## src/rtl/return_address_stack_pkg.sv

```systemverilog
`default_nettype none
// ============================================================================
// Module  : return_address_stack_pkg
// Brief   : Shared CPU constants, PC-source encodings and RAS operation codes.
// Revision: 1.0 - initial release
// ============================================================================
package return_address_stack_pkg;

  localparam int c_ras_depth = 8;
  localparam int c_ras_aw    = 32;

  // PC source select driven by the control unit into pcModule
  typedef enum logic [1:0] {
    PC_SRC_DFT = 2'd0,
    PC_SRC_RA  = 2'd1,
    PC_SRC_JMP = 2'd2,
    PC_SRC_BTA = 2'd3
  } pc_src_e;

  // One resolved stack action per clock edge
  typedef enum logic [2:0] {
    RAS_NOP          = 3'd0,
    RAS_REPLACE      = 3'd1,
    RAS_PUSH_ON_EMPTY = 3'd2,
    RAS_PUSH_REJECT  = 3'd3,
    RAS_PUSH         = 3'd4,
    RAS_POP_REJECT   = 3'd5,
    RAS_POP          = 3'd6
  } ras_op_e;

  function automatic int ras_count_width(input int depth);
    return $clog2(depth) + 1;
  endfunction

endpackage
`default_nettype wire

```

## src/rtl/return_address_stack_if.sv

```systemverilog
`default_nettype none
// ============================================================================
// Module  : return_address_stack_if
// Brief   : Call/return request and top-of-stack status bundle for the RAS.
// Revision: 1.0 - initial release
// ============================================================================
interface return_address_stack_if
  import return_address_stack_pkg::*;
#(
  parameter int DEPTH = c_ras_depth,
  parameter int AW    = c_ras_aw
);

  localparam int c_cw = ras_count_width(DEPTH);

  logic            push;
  logic [AW-1:0]   pushAddress;
  logic            pop;
  logic            clearErr;
  logic [AW-1:0]   returnAddress;
  logic [c_cw-1:0] count;
  logic            empty;
  logic            full;
  logic            overflow;
  logic            underflow;

  modport master (
    output push, pushAddress, pop, clearErr,
    input  returnAddress, count, empty, full, overflow, underflow
  );

  modport slave (
    input  push, pushAddress, pop, clearErr,
    output returnAddress, count, empty, full, overflow, underflow
  );

endinterface
`default_nettype wire

```

## src/rtl/return_address_stack.sv

```systemverilog
`default_nettype none
// ============================================================================
// Module  : return_address_stack
// Brief   : Return-address stack with sticky overflow/underflow; top-of-stack
//           is shown combinationally from registers for pcModule.
// Revision: 1.0 - initial release
// ============================================================================
module return_address_stack
  import return_address_stack_pkg::*;
#(
  parameter int DEPTH = c_ras_depth,
  parameter int AW    = c_ras_aw
) (
  input  wire logic             clock,
  input  wire logic             reset_n,
  return_address_stack_if.slave bus
);

  localparam int c_aiw = $clog2(DEPTH);
  localparam int c_cw  = ras_count_width(DEPTH);

  logic [AW-1:0]    r_entry [DEPTH];
  logic [c_cw-1:0]  r_count;
  logic             r_overflow;
  logic             r_underflow;

  logic             w_empty;
  logic             w_full;
  logic [c_aiw-1:0] w_top_idx;
  logic [c_aiw-1:0] w_next_idx;
  ras_op_e          w_op;
  logic             w_wr_en;
  logic [c_aiw-1:0] w_wr_idx;
  logic [c_cw-1:0]  w_count_nxt;
  logic             w_ovf_evt;
  logic             w_unf_evt;

  assign w_empty    = (r_count == '0);
  assign w_full     = (r_count == c_cw'(DEPTH));
  assign w_top_idx  = c_aiw'(r_count - c_cw'(1));
  assign w_next_idx = c_aiw'(r_count);

  // Resolve the request into exactly one action, pop/push priority included
  always_comb begin
    w_op = RAS_NOP;
    if (bus.push && bus.pop) begin
      w_op = w_empty ? RAS_PUSH_ON_EMPTY : RAS_REPLACE;
    end else if (bus.push) begin
      w_op = w_full ? RAS_PUSH_REJECT : RAS_PUSH;
    end else if (bus.pop) begin
      w_op = w_empty ? RAS_POP_REJECT : RAS_POP;
    end
  end

  always_comb begin
    w_wr_en     = 1'b0;
    w_wr_idx    = w_next_idx;
    w_count_nxt = r_count;
    w_ovf_evt   = 1'b0;
    w_unf_evt   = 1'b0;
    unique case (w_op)
      RAS_REPLACE: begin
        w_wr_en  = 1'b1;
        w_wr_idx = w_top_idx;
      end
      RAS_PUSH_ON_EMPTY: begin
        w_wr_en     = 1'b1;
        w_wr_idx    = '0;
        w_count_nxt = c_cw'(1);
        w_unf_evt   = 1'b1;
      end
      RAS_PUSH_REJECT: w_ovf_evt = 1'b1;
      RAS_PUSH: begin
        w_wr_en     = 1'b1;
        w_count_nxt = r_count + c_cw'(1);
      end
      RAS_POP_REJECT: w_unf_evt = 1'b1;
      // Vacated entry keeps its stale value; it is masked by the count
      RAS_POP: w_count_nxt = r_count - c_cw'(1);
      default: w_count_nxt = r_count;
    endcase
  end

  always_ff @(posedge clock or negedge reset_n) begin
    if (!reset_n) begin
      for (int i = 0; i < DEPTH; i++) begin
        r_entry[i] <= '0;
      end
    end else if (w_wr_en) begin
      r_entry[w_wr_idx] <= bus.pushAddress;
    end
  end

  // A new error event outranks a simultaneous clearErr
  always_ff @(posedge clock or negedge reset_n) begin
    if (!reset_n) begin
      r_count     <= '0;
      r_overflow  <= 1'b0;
      r_underflow <= 1'b0;
    end else begin
      r_count     <= w_count_nxt;
      r_overflow  <= w_ovf_evt | (r_overflow  & ~bus.clearErr);
      r_underflow <= w_unf_evt | (r_underflow & ~bus.clearErr);
    end
  end

  assign bus.returnAddress = w_empty ? '0 : r_entry[w_top_idx];
  assign bus.count         = r_count;
  assign bus.empty         = w_empty;
  assign bus.full          = w_full;
  assign bus.overflow      = r_overflow;
  assign bus.underflow     = r_underflow;

endmodule
`default_nettype wire

```

## src/flat_wrapper.sv

```systemverilog
// flat-port wrapper written by rule: the top's interface ports become plain ports
module return_address_stack_flat import return_address_stack_pkg::*;
#(
  parameter int DEPTH = c_ras_depth,
  parameter int AW    = c_ras_aw
)
  (clock, reset_n, bus_push, bus_pushAddress, bus_pop, bus_clearErr, bus_returnAddress, bus_count, bus_empty, bus_full, bus_overflow, bus_underflow);
  return_address_stack_if #(.DEPTH(DEPTH), .AW(AW)) bus_i ();
  input  wire logic clock;
  input  wire logic reset_n;
  input wire logic [$bits(bus_i.push)-1:0] bus_push;
  input wire logic [$bits(bus_i.pushAddress)-1:0] bus_pushAddress;
  input wire logic [$bits(bus_i.pop)-1:0] bus_pop;
  input wire logic [$bits(bus_i.clearErr)-1:0] bus_clearErr;
  output wire logic [$bits(bus_i.returnAddress)-1:0] bus_returnAddress;
  output wire logic [$bits(bus_i.count)-1:0] bus_count;
  output wire logic [$bits(bus_i.empty)-1:0] bus_empty;
  output wire logic [$bits(bus_i.full)-1:0] bus_full;
  output wire logic [$bits(bus_i.overflow)-1:0] bus_overflow;
  output wire logic [$bits(bus_i.underflow)-1:0] bus_underflow;
  assign bus_i.push = bus_push;
  assign bus_i.pushAddress = bus_pushAddress;
  assign bus_i.pop = bus_pop;
  assign bus_i.clearErr = bus_clearErr;
  assign bus_returnAddress = bus_i.returnAddress;
  assign bus_count = bus_i.count;
  assign bus_empty = bus_i.empty;
  assign bus_full = bus_i.full;
  assign bus_overflow = bus_i.overflow;
  assign bus_underflow = bus_i.underflow;
  return_address_stack #(.DEPTH(DEPTH), .AW(AW)) u_core (.clock(clock), .reset_n(reset_n), .bus(bus_i));
endmodule
```

## config.mk

```make
export PLATFORM = sky130hd
export DESIGN_NAME = return_address_stack_flat
export DESIGN_NICKNAME = d
export VERILOG_FILES = /design/src/rtl/return_address_stack_pkg.sv /design/src/rtl/return_address_stack_if.sv /design/src/rtl/return_address_stack.sv /design/src/flat_wrapper.sv
export SDC_FILE = /design/constraint.sdc
export NUM_CORES = 1
export LEC_CHECK = 0
export ABC_AREA = 1
export CORE_MARGIN = 2
export CORE_UTILIZATION = 45
export CTS_CLUSTER_SIZE = 8
export DETAILED_ROUTE_END_ITERATION = 16
export GPL_TIMING_DRIVEN = 0
export HOLD_SLACK_MARGIN = 0.02
export MAX_ROUTING_LAYER = met4
export SLEW_MARGIN = 10
export SYNTH_ARGS = -nofsm -noshare
export SYNTH_HDL_FRONTEND = slang
export SYNTH_SLANG_ARGS = --single-unit
```

## constraint.sdc

```tcl
create_clock -name clock -period 4.6 [get_ports clock]
set_clock_uncertainty 0.05 [all_clocks]
set_input_delay 0.46 -clock clock [delete_from_list [all_inputs] [get_ports clock]]
set_output_delay 0.46 -clock clock [all_outputs]
set_load 0.05 [all_outputs]
```

==> results of run 1 <==
-- final cells by class --
| class | instances | area [um^2] | area share |
|---|---|---|---|
| Tap cell | 378 | 473.0 | 0.03185 |
| Multi-Input combinational cell | 1185 | 5233 | 0.3523 |
| Clock buffer | 42 | 1040 | 0.07001 |
| Sequential cell | 262 | 6556 | 0.4415 |
| Timing Repair Buffer | 79 | 828.3 | 0.05577 |
| Inverter | 51 | 191.4 | 0.01289 |
| Buffer | 112 | 530.5 | 0.03572 |
-- flip-flops by register name, indices dropped and copies added (netlist names) --
name	count
u_core.r_entry	256
u_core.bus.overflow	1
u_core.bus.underflow	1
u_core.bus.count	4
-- metal layers --
metal	vias to the layer above	GRT usage	share of wire
li1	5465	-	-
met1	5684	0.4169	0.43
met2	476	0.5006	0.47
met3	101	0.03956	0.072
met4	0	0.1067	0.030
met5	-	-	0
-- worst reg2reg max path: stages, from the launching register on --
cell and delay [ns]:
dfrtp_1 0.37, buf_2 0.27, inv_1 0.12, buf_4 0.25, ha_1 0.57, inv_1 0.29, nand3_1 0.17, nand2_2 0.11
nand4_1 0.25, clkbuf_1 0.61, nand2_1 0.14, nand2_1 0.10
-- metrics by stage --
step / setup TNS, ns / cells / hold WS [ns]
final: 0 / 2109 / 0.4114
after global routing: -0.5548 / 2109 / 0.4299
after CTS: 0 / 2109 / 0.4148
after detailed placement: -7.066 / 2067 / 0.3995
after global placement: -2337.22 / 2065 / 0.3973
after floorplan: 0 / 1611 / 0.1144
-- placed cells by master (no fill, tap or decap), drive strengths merged, types with 2 or more instances in the layout --
cell and instances:
nand2 512, dfrtp 262, nor2 232, o21ai 230
nand3 137, clkbuf 85, buf 77, inv 50
clkdlybuf4s50 48, o211ai 32, o22ai 32, dlymetal6s2s 13
dlygate4sd2 8, nand4 2, a21oi 2, ha 2
-- logic make-up (layout without fill, tap and decap cells) --
kind of cell | count (synthesis) | count (layout) | synth area share
xor gates and xnor gates | 1 | 1 | 0.0007008
DFF | 262 | 262 | 0.5245
AOI/OAI and AO/OA | 297 | 297 | 0.1288
adders and majority gates | 2 | 2 | 0.002001
buffers and inverters | 164 | 284 | 0.05695
and+or+nand+nor | 885 | 885 | 0.2871
-- cell usage after synthesis (5+ instances only) --
master / instances
buf_2: 50
nor2_1: 226
o21ai_1: 97
o21ai_0: 133
buf_1: 13
buf_4: 9
nand2_1: 505
o22ai_1: 32
inv_2: 5
o211ai_1: 32
clkbuf_1: 41
dfrtp_1: 262
inv_1: 45
nand3_1: 136
-- what timing repair did --
item,4_1_cts,5_1_grt
hold buffers,1,0
gates cloned,0,0
endpoints found under the hold margin,59,0
endpoints found under the setup margin,32,26
resized for setup,22,31
-- path summary, 6_finish.rpt --
path,from,end,slack [ns],cells past startpoint
setup reg to reg,u_core.bus.count[0]$_DFFE_PN0P_,u_core.r_entry[26]$_DFFE_PN0P_,1.22,11
hold / removal,u_core.r_entry[34]$_DFFE_PN0P_,u_core.r_entry[34]$_DFFE_PN0P_,0.41,2
hold reg to reg,u_core.r_entry[34]$_DFFE_PN0P_,u_core.r_entry[34]$_DFFE_PN0P_,0.41,2
max in group asynchronous,reset_n,u_core.r_entry[184]$_DFFE_PN0P_,3.13,3
min in group asynchronous,reset_n,u_core.r_entry[166]$_DFFE_PN0P_,0.44,2
setup / recovery,u_core.bus.count[0]$_DFFE_PN0P_,bus_returnAddress[13],0.01,11
==> out/qor.csv, run 1 <==
metric,value,unit
dieWidth,170.7,um
finalNetCount,1768,
critPathTopFamily,buffers and inverters,
maxCapViolCount,0,
crit_path_end_kind,output pin,
setup_slack,0.01453,ns
grt_usage,0.3138,
postCtsSetupRepairBufs,0,
drv_slew,0,
grt_max_degree,105,
period_needed,4.585,ns
synthArstFlopShare,1.000,
synth_area_leaders,"dfrtp_1 (52%), nand2_1 (15%), nor2_1 (6.8%)",
final.period_utilization,0.9968,
rsz0062_at_grt,true,
port_buffers,76,
slew_headroom,0.4309,
slowest_delay,0.81,ns
vias_per_cell,5.560,
outcome,finished clean,
crit_chain,buf_2 > inv_1 > buf_4 > ha_1 > inv_1 > clkbuf_2 > o21ai_0 > o22ai_1 > nor2_1 > nor2_1 > clkdlybuf4s50_1,
synth.largest_area_cell,dfrtp_1,
cts_buffers,38,
grt_pass1_vias,11567,
core_region_area,27550,um^2
grt_pass1_wl,67190,um
antenna_found_initial,0,
yosysTopAreaCellShare,0.5245,
final_area,14850,um^2
clock-root-buffer,clkbuf_16,
fp.dieArea,29130,um^2
synth_flop_cell,dfrtp_1,
min_path_type,flip-flop to flip-flop,
insertion_delay,0.52,ns
final_core_util,0.5390,
initial_core_util,0.4537,
max_freq,218.1,MHz
num_vias,11726,
antenna_left,0,
drc,0,
place_ws,-0.3962,ns
syn_area_per_cell,7.760,um^2
crit_type,flip-flop to output pin,
post_dp_cell_area,13790,um^2
io_pins,77,
grt.overflow.total,0,
path_max_fanout,19,
routedWlPerCell,20.34,um
syn_nets,1650,
drtIter0Drc,1018,
drive_gt1_frac,0.07972,
critPathLaunchType,flip-flop,
arrival,4.08,ns
drt-total-wl,42890,um
cts_tree,done,
clock-sinks,262,
synth_warnings,0,
ys_seq_area_frac,0.5245,
n_fill_cell,2732,
cp_slowest_cell,clkdlybuf4s50_1,
crit_buf_inv,6,
setup_viol_count_final,0,
cts.htree.levels,2,
clkTransAtPathRegs,0.05,ns
antennaDiodeCount,0,
die_y,170.7,um
synth_edf_count,0,
syn-cell-area,12500,um^2
ys_ff_latch,262,
syn2layout_area_growth,18.81,%
rows,61,
gp_congestion,0.8714,
tightest_slew,0.8537,ns
place_hpwl,28050,um
cts_buffer_depth,3,
dr.pass1.iters,5,
finalHoldViolations,0,
synth_cells,1611,
synthDistinctLibCells,28,
critPathRequiredTime,4.09,ns
Power of run 1 is not shown: default switching activity piles up to over one toggle a cycle in this logic, so the estimate is an artifact.
==> run 2: changes to the inputs <==
- ABC_AREA: 1 -> unset
==> run 2 against run 1 <==
Compared with the run above:
- design area decreased by 2.5%
- wire length decreased by 34%
- critical path depth is 2 lower
- sequential share of layout area is 1.1 points higher
- register-to-register slack better by 0.08 ns
- fmax grew 3.1%
- area after synthesis fell by 2.5%
- final cell count decreased by 40%
- worst setup slack better by 0.14 ns
- via count is 38% lower
- non-clock buffer count shrank 59
- flip-flop and latch count did not move
- critical endpoint is now bus_returnAddress[21]
- highest routed layer unchanged
==> out/qor.csv, run 2 <==
metric,value,unit
synth_edf_count,0,
synth_warnings,0,
ys_ff_latch,262,
arrival,3.94,ns
synth.largest_area_cell,dfrtp_1,
multiInputGateArea,5330,um^2
finalHoldViolations,0,
slew_headroom,0.4095,
outcome,finished clean,
critPathLaunchType,flip-flop,
clock-root-buffer,clkbuf_16,
finalNetCount,968,
gp_congestion,0.8420,
hold_start,bus_pop,
ff2ff_path_depth,9,
cts_tree,done,
r2r_start,u_core.bus.count[0]$_DFFE_PN0P_,
vias_per_cell,5.708,
synth_flop_cell,dfrtp_1,
synth_common_cells,"dfrtp_1 (262), mux2_2 (220), nand2_1 (69)",
drt-total-wl,28500,um
routedWlPerCell,22.41,um
regMostFlops,u_core.r_entry,
regArea,6556,um^2
rsz0062_at_grt,false,
grt_pass1_wl,45930,um
clkTransAtPathRegs,0.05,ns
antenna_left,0,
holdPathStages,3,
grt_usage,0.2169,
yosysTopAreaCellShare,0.5378,
max_freq,224.8,MHz
route.met2.wl,14080,um
io_pins,77,
path_max_fanout,10,
crit_type,flip-flop to output pin,
rows,60,
layout_common_cells,"dfrtp_1 (262), mux2_2 (220), nand2_1 (69)",
cts.htree.levels,2,
syn2layout_area_growth,18.74,%
tightest_slew,0.8858,ns
final_common_cell,dfrtp_1,
port_buffers,74,
critPathRequiredTime,4.09,ns
initial_core_util,0.4549,
final.period_utilization,0.9669,
crit_path_end_kind,output pin,
min_path_type,primary input to flip-flop,
r2r_slack,1.30,ns
insertion_delay,0.51,ns
num_vias,7260,
syn_area_per_cell,15.01,um^2
synthArstFlopShare,1.000,
die_y,168.6,um
met1Wirelength,12830,um
drv_slew,0,
routed.top_layer,met4,
synth_area_leaders,"dfrtp_1 (54%), mux2_2 (20%), mux4_2 (12%)",
place_hpwl,18010,um
cts_buffer_depth,3,
synthDistinctLibCells,45,
dr.pass1.iters,4,
drc,0,
fp.dieArea,28430,um^2
met3WireLength,974,um
timing.rr.end,u_core.r_entry[60]$_DFFE_PN0P_,
synth_cells,812,
n_fill_cell,2258,
syn_nets,851,
grt_max_degree,105,
postCtsSetupRepairBufs,0,
setup_viol_count_final,0,
grt.overflow.total,0,
maxCapViolCount,0,
period_needed,4.448,ns
cts_buffers,38,
largest_reg_flops,256,
holdPathEnd,u_core.bus.underflow$_DFF_PN0_,
clock-sinks,262,
finalSetupTns,0,ns
drtIter0Drc,365,
core_region_area,26800,um^2
antennaDiodeCount,0,
drive_gt1_frac,0.4415,
syn-cell-area,12190,um^2
ys_seq_area_frac,0.5378,
yosysMostFrequentCell,dfrtp_1,
dieWidth,168.6,um
grt_pass1_vias,8041,
antenna_found_initial,0,
[run 2: critical path: stages (launching register included)]
cell             delay, ns
dfrtp_1               0.42
clkbuf_2              0.30
inv_1                 0.14
ha_1                  0.41
clkbuf_2              0.37
clkbuf_2              0.40
mux4_2                0.26
nand2_1               0.05
a21oi_1               0.22
clkdlybuf4s50_1       0.86
[run 2: layout make-up]
| class | instances | area share |
|---|---|---|
| Multi-Input combinational cell | 486 | 0.3682 |
| Inverter | 9 | 0.002679 |
| Clock buffer | 40 | 0.06837 |
| Sequential cell | 262 | 0.4529 |
| Buffer | 55 | 0.01936 |
| Clock inverter | 2 | 0.001988 |
| Tap cell | 341 | 0.02947 |
| Timing Repair Buffer | 77 | 0.05704 |
[run 2: per-layer routing]
layer | vias up | GRT usage
met5 | - | -
met4 | 0 | 0.05660
met3 | 51 | 0.03040
met2 | 148 | 0.3580
met1 | 3848 | 0.2855
li1 | 3213 | -
[run 2: metrics by stage]
stage	utilization	cell area, um^2	hold slack (ns)	instances	worst slack, ns
floorplan	-	12190	0.1144	812	0.9441
global placement	0.4985	13360	0.4212	1227	-8.822
detailed placement	0.5007	13420	0.4279	1229	-0.2424
CTS	0.5394	14460	0.3986	1272	0.04855
global route	0.5401	14480	0.4429	1272	0.01469
finish	0.5401	14480	0.4245	1272	0.1522
[run 2: timing repair]
item | 4_1_cts | 5_1_grt
gates cloned | 0 | 0
setup endpoints to repair | 32 | 8
hold endpoints to repair | 77 | 0
resized for setup | 11 | 11
hold buffers | 1 | 0
[run 2: cells by family (layout without fill, tap and decap cells)]
group	Yosys count	count (layout)	share of synthesized area
muxes	321	321	0.3647
DFF	262	262	0.5378
AOI/OAI and AO/OA	60	60	0.03120
adders and majority gates	2	2	0.002052
buffers and inverters	64	183	0.02504
xor gates and xnor gates	1	1	0.0007185
and+or+nand+nor	102	102	0.03849
[run 2: worst max-delay path by stage]
| stage | startpoint | endpoint | cells past startpoint |
|---|---|---|---|
| 4_1_cts | u_core.bus.count[0]$_DFFE_PN0P_ | bus_returnAddress[0] | 9 |
| 3_5_place_dp | u_core.bus.count[0]$_DFFE_PN0P_ | bus_returnAddress[10] | 9 |
| 2_1_floorplan | u_core.bus.count[0]$_DFFE_PN0P_ | bus_returnAddress[25] | 8 |
| 6_report | u_core.bus.count[0]$_DFFE_PN0P_ | bus_returnAddress[21] | 9 |
| 3_3_place_gp | reset_n | u_core.r_entry[76]$_DFFE_PN0P_ | 1 |
| 5_1_grt | u_core.bus.count[0]$_DFFE_PN0P_ | bus_returnAddress[21] | 8 |
Power of run 2 is left out for the same reason.
